## config.mk

```make
export PLATFORM = sky130hd
export DESIGN_NAME = serial_adder
export DESIGN_NICKNAME = d
export VERILOG_FILES = /design/src/rtl/serial_adder.sv
export SDC_FILE = /design/constraint.sdc
export NUM_CORES = 1
export LEC_CHECK = 0
export CAP_MARGIN = 0
export CORE_MARGIN = 3
export CORE_UTILIZATION = 39
export CTS_CLUSTER_SIZE = 28
export DETAILED_ROUTE_END_ITERATION = 12
export SLEW_MARGIN = 5
export SYNTH_ARGS = -nofsm -noshare
export SYNTH_HDL_FRONTEND = slang
export SYNTH_SLANG_ARGS = --single-unit
```

## constraint.sdc

```tcl
create_clock -name clk -period 2.9 [get_ports clk]
set_input_delay 0.58 -clock clk [delete_from_list [all_inputs] [get_ports clk]]
set_output_delay 0.58 -clock clk [all_outputs]
set_load 0.02 [all_outputs]
```

## src/rtl/serial_adder.sv

```systemverilog
// rtl/serial_adder.sv - bit-serial adder built around one time-multiplexed full adder
//
// full_adder  : combinational 1-bit adder (a, b, cin -> sum, cout)
// serial_adder: WIDTH-bit adder, one bit per clock, LSB first
//   clk   in   rising-edge clock
//   rst   in   synchronous active-high reset
//   start in   one-cycle request; a, b, cin captured only when accepted in IDLE
//   a, b  in   WIDTH-bit operands
//   cin   in   carry-in
//   busy  out  high while bits are being shifted (WIDTH cycles)
//   done  out  one-cycle pulse when sum/cout become valid
//   sum   out  registered (a+b+cin) mod 2^WIDTH, held until the next completion
//   cout  out  registered carry-out of the MSB

module full_adder (
    input  logic a,
    input  logic b,
    input  logic cin,
    output logic sum,
    output logic cout
);
    assign sum  = a ^ b ^ cin;
    assign cout = (a & b) | (a & cin) | (b & cin);
endmodule

module serial_adder #(
    parameter int WIDTH = 8
) (
    input  logic             clk,
    input  logic             rst,
    input  logic             start,
    input  logic [WIDTH-1:0] a,
    input  logic [WIDTH-1:0] b,
    input  logic             cin,
    output logic             busy,
    output logic             done,
    output logic [WIDTH-1:0] sum,
    output logic             cout
);
    // One extra bit beyond $clog2 so the counter never wraps, even at WIDTH = 2^n.
    localparam int CW = $clog2(WIDTH) + 1;

    typedef enum logic [1:0] {
        IDLE  = 2'd0,
        SHIFT = 2'd1,
        DONE  = 2'd2
    } state_t;

    state_t           state;
    state_t           state_next;
    logic [WIDTH-1:0] a_sh;
    logic [WIDTH-1:0] b_sh;
    logic [WIDTH-1:0] res_sh;
    logic             carry;
    logic [CW-1:0]    cnt;
    logic             last_bit;
    logic             fa_sum;
    logic             fa_cout;

    full_adder u_fa (
        .a    (a_sh[0]),
        .b    (b_sh[0]),
        .cin  (carry),
        .sum  (fa_sum),
        .cout (fa_cout)
    );

    // The shift in progress is the final (MSB) one.
    assign last_bit = (cnt == CW'(WIDTH - 1));

    always_ff @(posedge clk) begin
        if (rst) begin
            state <= IDLE;
        end else begin
            state <= state_next;
        end
    end

    always_comb begin
        state_next = state;
        busy       = 1'b0;
        done       = 1'b0;
        case (state)
            IDLE: begin
                if (start) begin
                    state_next = SHIFT;
                end
            end
            SHIFT: begin
                busy = 1'b1;
                if (last_bit) begin
                    state_next = DONE;
                end
            end
            DONE: begin
                done       = 1'b1;
                state_next = IDLE;
            end
            default: begin
                state_next = IDLE;
            end
        endcase
    end

    always_ff @(posedge clk) begin
        if (rst) begin
            a_sh   <= '0;
            b_sh   <= '0;
            res_sh <= '0;
            carry  <= 1'b0;
            cnt    <= '0;
            sum    <= '0;
            cout   <= 1'b0;
        end else begin
            case (state)
                IDLE: begin
                    if (start) begin
                        a_sh  <= a;
                        b_sh  <= b;
                        carry <= cin;
                        cnt   <= '0;
                    end
                end
                SHIFT: begin
                    // Sum bits enter at the MSB so after WIDTH shifts bit 0 sits at the LSB.
                    res_sh <= {fa_sum, res_sh[WIDTH-1:1]};
                    carry  <= fa_cout;
                    a_sh   <= a_sh >> 1;
                    b_sh   <= b_sh >> 1;
                    cnt    <= cnt + 1'b1;
                    if (last_bit) begin
                        sum  <= {fa_sum, res_sh[WIDTH-1:1]};
                        cout <= fa_cout;
                    end
                end
                default: begin
                end
            endcase
        end
    end
endmodule

```

# ---- Word level (Yosys, flattened, before mapping)
# Cells that the tools add are included.
dict set report totals {
  reg_bits 40
  latch_bits 0
  ram_bits 0
  rom_bits 0
  out_inout_bits 11
  n_memories 0
}
dict set report classes {
  add_sub_neg 1
  n_mul 0
  div 0
  magnitude_cmp 0
  n_eq_ne 5
  n_shift 0
  muxes 13
  bitwise 7
  reduce_logical 5
}
# operator n
set ops {}
lappend ops {{$pmux 8 s2} 2}
lappend ops {{$mux 8} 2}
lappend ops {{$pmux 4 s2} 1}
lappend ops {{$reduce_and 2->1} 3}
lappend ops {{$add 4x1->4 const B} 1}
lappend ops {{$eq 4x3->1 const B} 1}
lappend ops {{$mux 2} 2}
lappend ops {{$mux 4} 1}
lappend ops {{$ne 2x2->1 const B} 2}
lappend ops {{$pmux 2 s2} 1}
lappend ops {{$and 1x1->1} 3}
lappend ops {{$mux 1} 3}
lappend ops {{$eq 2x1->1 const B} 1}
lappend ops {{$eq 2x2->1 const B} 1}
lappend ops {{$logic_not 2->1} 1}
lappend ops {{$or 1x1->1} 2}
lappend ops {{$pmux 1 s2} 1}
lappend ops {{$reduce_bool 2->1} 1}
lappend ops {{$xor 1x1->1} 2}

# ---- Longest topological paths before layout
# Gate-level depths: netlist of the first run.
dict set report logic_depth {
  ltp_word 4
  ltp_mapped 5
  mapped_depth_nobuf 4
}

# ---- Hierarchy
# A second synthesis of the first run with hierarchy kept.
dict set report unflattened {
  cells_unflattened 190
  hier_area_um2 1696.6
}
# mod instances cells_per_inst area_per_inst_um2 seq_area_each_um2
set by_module_without_submodules {}
lappend by_module_without_submodules {serial_adder 1 189 1676.6 780.7}
lappend by_module_without_submodules {full_adder 1 1 20.0 0.0}

# ---- Worst setup path before layout of the first run
# No wires, ideal clock.
dict set report synth_path {
  path_kind {register -> output}
  from {reg state[1]}
  to {out done}
  arrival_ns 1.092
  slack_ns 1.228
  stages_incl_launch_ff 4
  cell_sequence {dfxtp_1 > buf_4 > clkbuf_1 > nor2b_1}
}
dict set report synth_via {
  elab_chain_len 2
}
# element line
set synth_rtl {}
lappend synth_rtl {{from (decl)} 49} ;# state_t state;
lappend synth_rtl {{from (signal assigned)} 75} ;# state <= state_next;
lappend synth_rtl {{$eq 2x2->1} 83} ;# case (state)
lappend synth_rtl {{$mux 1} 83}
lappend synth_rtl {{to (decl)} 36} ;# output logic done,
# Every way passes these cells.

# ---- Final worst setup path of the first run
dict set report layout_path {
  from {reg state[1]}
  to {out busy}
}
dict set report layout_via {
  elab_chain_len 2
}
# element line
set layout_rtl {}
lappend layout_rtl {{$eq 2x1->1} 83}
lappend layout_rtl {{$mux 1} 83}
lappend layout_rtl {{to (decl)} 35} ;# output logic busy,
# Every way passes these cells.

==> results.yml, run 1 <==
clocking:
  cts.htree.levels: 2
  clock_latency_ns: 0.29
  post-cts-setup-buffer-count: 0
  clock-sinks: 39
  path_clk_slew_ns: 0.07
  ctsHoldBuffers: 0
  cts_tree: "done"
  post_cts_resized: 0
  clk_path_buf_depth: 2
  numCtsBuffers: 5
  clock-root-buffer: "clkbuf_8"
worst_setup_path:
  critPathRequiredTime_ns: 2.32
  critPathMaxFanout: 11
  worst_setup_path_end_kind: "output pin"
  r2r_end: "sum[7]"
  criticalPathCategory: "flop to output pin"
  slowest_delay_ns: 0.64
  cp_slowest_cell: "clkdlybuf4s50_1"
  crit_chain: "nand2b_2 -> inv_2 -> clkdlybuf4s50_1"
  reg2reg_slack_ns: 1.29
  rr_worst_depth: 4
  startpoint_type: "flop"
  critPathArrivalTime_ns: 1.61
  timing.rr.start: "state[1]"
worst_hold_path:
  min_path_cells: 2
  hold_start: "res_sh[1]"
  holdPathEnd: "res_sh[1]"
  hold_path.class: "flop to flop"
placed_design:
  place_hpwl_um: 2480
  gp_congestion: 0.746
  io_buffers: 30
  numPlacedInstances: 283
sta:
  setup_violations: 0
  fin_crit_sh_pct: 75.4
  slew_headroom_pct: 61.5
  tightestPinTransition_ns: 0.577
  rsz0062_at_grt: "false"
  finClkSkew_ns: 0.00505
  fin_crit_ns: 2.19
  finalHoldViolCount: 0
  slew_violations: 0
  fin_setup_tns_ns: 0
  clock.fmax_ghz: 0.457
route:
  ant_nets: 0
  vias_per_cell: 5.17
  wl_per_cell_um: 13.3
  dr.pass1.iters: 4
  drc_errors: 0
  drtIter0Drc: 140
  vias: 1505
  wirelength_um: 3860
power:
  p_leak_nw: 0.844
  peakVddDrop_mv: 0.178
  p_per_area_mw_per_mm2: 495
layout:
  fin_cells: 291
  final_common_cell: "dfxtp_1"
  mostFrequentLayoutCells: "dfxtp_1, a21oi_1, clkdlybuf4s50_1"
  num-fill-cells: 440
  antenna_cells: 0
  area.growth.synth_to_final_pct: 22.6
  layout.nets: 260
  drive_gt1_share_pct: 12.6
floorplanning:
  start_util_pct: 41.5
  die_area_mm2: 0.00562
  dieHeight_um: 75.0
  rows: 24
  ios: 31
  chipWidth_um: 75.0
  core_mm2: 0.00447
yosys:
  synthCells: 214
  synth_edf_count: 0
  syn_avg_cell_area_um2: 8.67
  syn-num-nets: 236
  ys_seq_area_share_pct: 42.1
  synth_seq_cells: 39
  synth_ff_type: "dfxtp_1"
  synthArstFlopShare_pct: 0
  yosysWarningCount: 0
  ys_types: 29
  synth_area_mm2: 0.00186
flow_run:
  maxCapViolations: 0
global_routing:
  antenna_found_initial: 0
  grt_pass1_wl_um: 6380
  grt_max_degree: 38
  groute.usage.overall_pct: 15.0
  first_global_vias: 1351
  grt_overflow: 0
run_status:
  status: "complete, no violations"
## synth_stat cells, drive strengths merged, types with 2 or more instances
cell type	n	area, um2
nand3	2	10.0
nand2	18	67.6
and4b	2	20.0
nand2b	20	128
clkbuf	9	33.8
dfxtp	39	781
o22ai	2	12.5
o22a	8	70.1
inv	16	60.1
a21oi	32	160
o221a	15	169
mux2i	10	100
nor2	16	60.1
nor2b	6	37.5
buf	9	62.6
## kinds of logic (layout without fill, tap and decap cells)
logic type               after synthesis  after routing  share of synthesized area [%]
buffers and inverters                 34             59                           8.43
flip-flops                            39             39                           42.1
AO/OA/AOI/OAI                         61             61                           23.6
adder cells (fa/ha/maj)                2              2                           1.75
multiplexers                          10             10                           5.39
AND/OR/NAND/NOR                       68             68                           18.7
## final cells by class
cell class | instances | area, um2 | share of cell area (%)
multi-input cells | 141 | 918 | 40.4
flip-flops and latches | 39 | 781 | 34.3
repair buffers | 35 | 350 | 15.4
clock buffers | 8 | 100 | 4.40
well taps | 52 | 65.1 | 2.86
inverters | 16 | 60.1 | 2.64
## state kept, by name (all words and copies together) (netlist names)
signal,flops
sum,8
res_sh,7
a_sh,8
state,2
cnt,4
cout,1
carry,1
b_sh,8
## where the power goes
group | total, mW | switching, mW | leakage, nW | internal [mW]
combinational | 0.146 | 0.0664 | 0.473 | 0.0793
clock | 0.400 | 0.183 | 0.0515 | 0.217
sequential | 0.581 | 0.0207 | 0.319 | 0.560
## layer usage
| metal | track usage [%] | share of wire, % | wire length (um) | vias to the layer above |
|---|---|---|---|---|
| met5 | 0 | 0 | 0 | - |
| met4 | 6.32 | 1.8 | 69 | 0 |
| met3 | 4.14 | 3.7 | 144 | 7 |
| met2 | 21.1 | 43 | 1670 | 25 |
| met1 | 21.4 | 51 | 1980 | 689 |
| li1 | - | - | - | 784 |
## worst max-delay path by stage
stage	from	endpoint	slack, ns
finish	state[1]	busy	0.71
global route	state[1]	busy	0.63
CTS	state[1]	busy	0.68
detailed placement	rst	sum[0]	0.91
global placement	rst	sum[2]	0.94
floorplan	state[1]	done	1.23
## critical path, delay by kind of cell (launching register included)
family        cells  cell delay [ns]
buf+inv           2             0.80
flops             1             0.33
simple gates      1             0.19
## stage by stage
| step | hold WS, ns | utilization [%] | power [mW] | cell area, um2 | setup WS [ns] |
|---|---|---|---|---|---|
| after floorplan | 0.437 | - | 0.687 | 1860 | 1.23 |
| after global placement | 0.448 | 48.6 | 0.740 | 2170 | 0.937 |
| after detailed placement | 0.453 | 48.6 | 0.739 | 2170 | 0.913 |
| after CTS | 0.463 | 50.8 | 1.14 | 2270 | 0.685 |
| after global routing | 0.481 | 50.8 | 1.18 | 2270 | 0.627 |
| final | 0.462 | 50.8 | 1.13 | 2270 | 0.714 |
Note: power is estimated with default switching activity, not from simulation.
==> run 2: changes to the inputs <==
==> constraint.sdc (replaced) <==
create_clock -name clk -period 1.8 [get_ports clk]
set_input_delay 0.36 -clock clk [delete_from_list [all_inputs] [get_ports clk]]
set_output_delay 0.36 -clock clk [all_outputs]
set_load 0.02 [all_outputs]
==> results.yml, run 2 (synthesized netlist as in run 1, its figures left out) <==
worst_hold_path:
  hold_path.class: "flop to flop"
  min_path_cells: 2
  holdPathEnd: "res_sh[1]"
  hold_start: "res_sh[1]"
placed_design:
  io_buffers: 30
  place_hpwl_um: 2610
  gp_congestion: 0.714
clocking:
  clock-sinks: 39
  numCtsBuffers: 5
  clock-root-buffer: "clkbuf_8"
  cts.htree.levels: 2
  cts_tree: "done"
  clk_path_buf_depth: 2
  clock_latency_ns: 0.29
  path_clk_slew_ns: 0.08
floorplanning:
  ios: 31
  dieHeight_um: 75.0
  rows: 24
  chipWidth_um: 75.0
  start_util_pct: 41.5
  die_area_mm2: 0.00562
  core_mm2: 0.00447
worst_setup_path:
  reg2reg_slack_ns: 0.35
  criticalPathCategory: "flop to output pin"
  slowest_delay_ns: 0.61
  critPathMaxFanout: 2
  worst_setup_path_end_kind: "output pin"
  critical_path_buf_inv_count: 1
  critPathRequiredTime_ns: 1.44
  rr_worst_depth: 4
  timing.rr.start: "state[1]"
  r2r_end: "a_sh[4]"
  crit_chain: "clkdlybuf4s50_1"
  cp_slowest_cell: "clkdlybuf4s50_1"
  path_delay_family: "buffers and inverters"
  startpoint_type: "flop"
  critPathArrivalTime_ns: 1.24
  crit_start: "cout"
route:
  vias_per_cell: 5.12
  vias: 1522
  wl_per_cell_um: 13.4
  dr.pass1.iters: 5
  ant_nets: 0
  drc_errors: 0
  wirelength_um: 3980
  drtIter0Drc: 109
layout:
  final_common_cell: "dfxtp_1"
  num-fill-cells: 439
  area.growth.synth_to_final_pct: 25.8
  mostFrequentLayoutCells: "dfxtp_1, a21oi_1, clkdlybuf4s50_1"
  antenna_cells: 0
  top_regs: "a_sh x8, b_sh x8, sum x8"
  drive_gt1_share_pct: 15.1
  layout.nets: 266
sta:
  tightestPinTransition_ns: 0.338
  slew_headroom_pct: 77.5
  slew_violations: 0
  fin_crit_sh_pct: 89.0
  finClkSkew_ns: 0.00771
  fin_setup_tns_ns: 0
  setup_violations: 0
  fin_crit_ns: 1.60
  finalHoldViolCount: 0
  clock.fmax_ghz: 0.624
  rsz0062_at_grt: "false"
global_routing:
  first_global_vias: 1380
  grt_max_degree: 36
  antenna_found_initial: 0
  grt_overflow: 0
  groute.usage.overall_pct: 15.1
  grt_pass1_wl_um: 6530
power:
  p_leak_nw: 0.891
  p_per_area_mw_per_mm2: 831
  peakVddDrop_mv: 0.385
  finalPower_mw: 1.94
run_status:
  status: "complete, no violations"
flow_run:
  maxCapViolations: 0
-- run 2: per-layer routing --
layer  GRT usage (%)  part of all wire, %  wire [um]  vias to the layer above
li1                -                    -          -                      797
met1            20.9                   50       2000                      703
met2            22.6                   45       1800                       17
met3            4.41                  3.3        131                        5
met4            4.74                  1.3         50                        0
met5               0                    0          0                        -
-- run 2: worst max-delay path by stage --
stage / endpoint / cells past startpoint
finish: cout / 1
global route: cout / 1
CTS: cout / 1
detailed placement: carry / 4
global placement: a_sh[2] / 4
floorplan: done / 3
-- run 2: repair_timing --
item	CTS	global route
gates resized for setup	2	0
setup endpoints to repair	2	0
hold buffers	0	0
buffers inserted	0	0
-- run 2: final cells by class --
type / instances / area (um2) / share of cell area [%]
inverters: 16 / 60.1 / 2.57
repair buffers: 41 / 393 / 16.8
well taps: 52 / 65.1 / 2.79
clock inverters: 2 / 35.0 / 1.50
flip-flops and latches: 39 / 781 / 33.4
multi-input cells: 141 / 918 / 39.3
clock buffers: 6 / 82.6 / 3.54
-- run 2: metrics by stage --
stage                     cell area, um2  hold slack [ns]  worst slack [ns]  utilization [%]  instances
final                               2330            0.460             0.198             52.2        297
after global routing                2330            0.478             0.143             52.2        297
after CTS                           2330            0.459             0.184             52.2        297
after detailed placement            2220            0.448             0.118             49.6        289
after global placement              2220            0.444             0.126             49.6        289
after floorplan                     1860            0.437             0.348                -        214
-- run 2: power by group --
part / switching [mW] / internal (mW) / leakage [nW]
Combinational: 0.109 / 0.135 / 0.510
Clock: 0.310 / 0.449 / 0.0612
Sequential: 0.0342 / 0.902 / 0.319
Total: 0.454 / 1.49 / 0.891
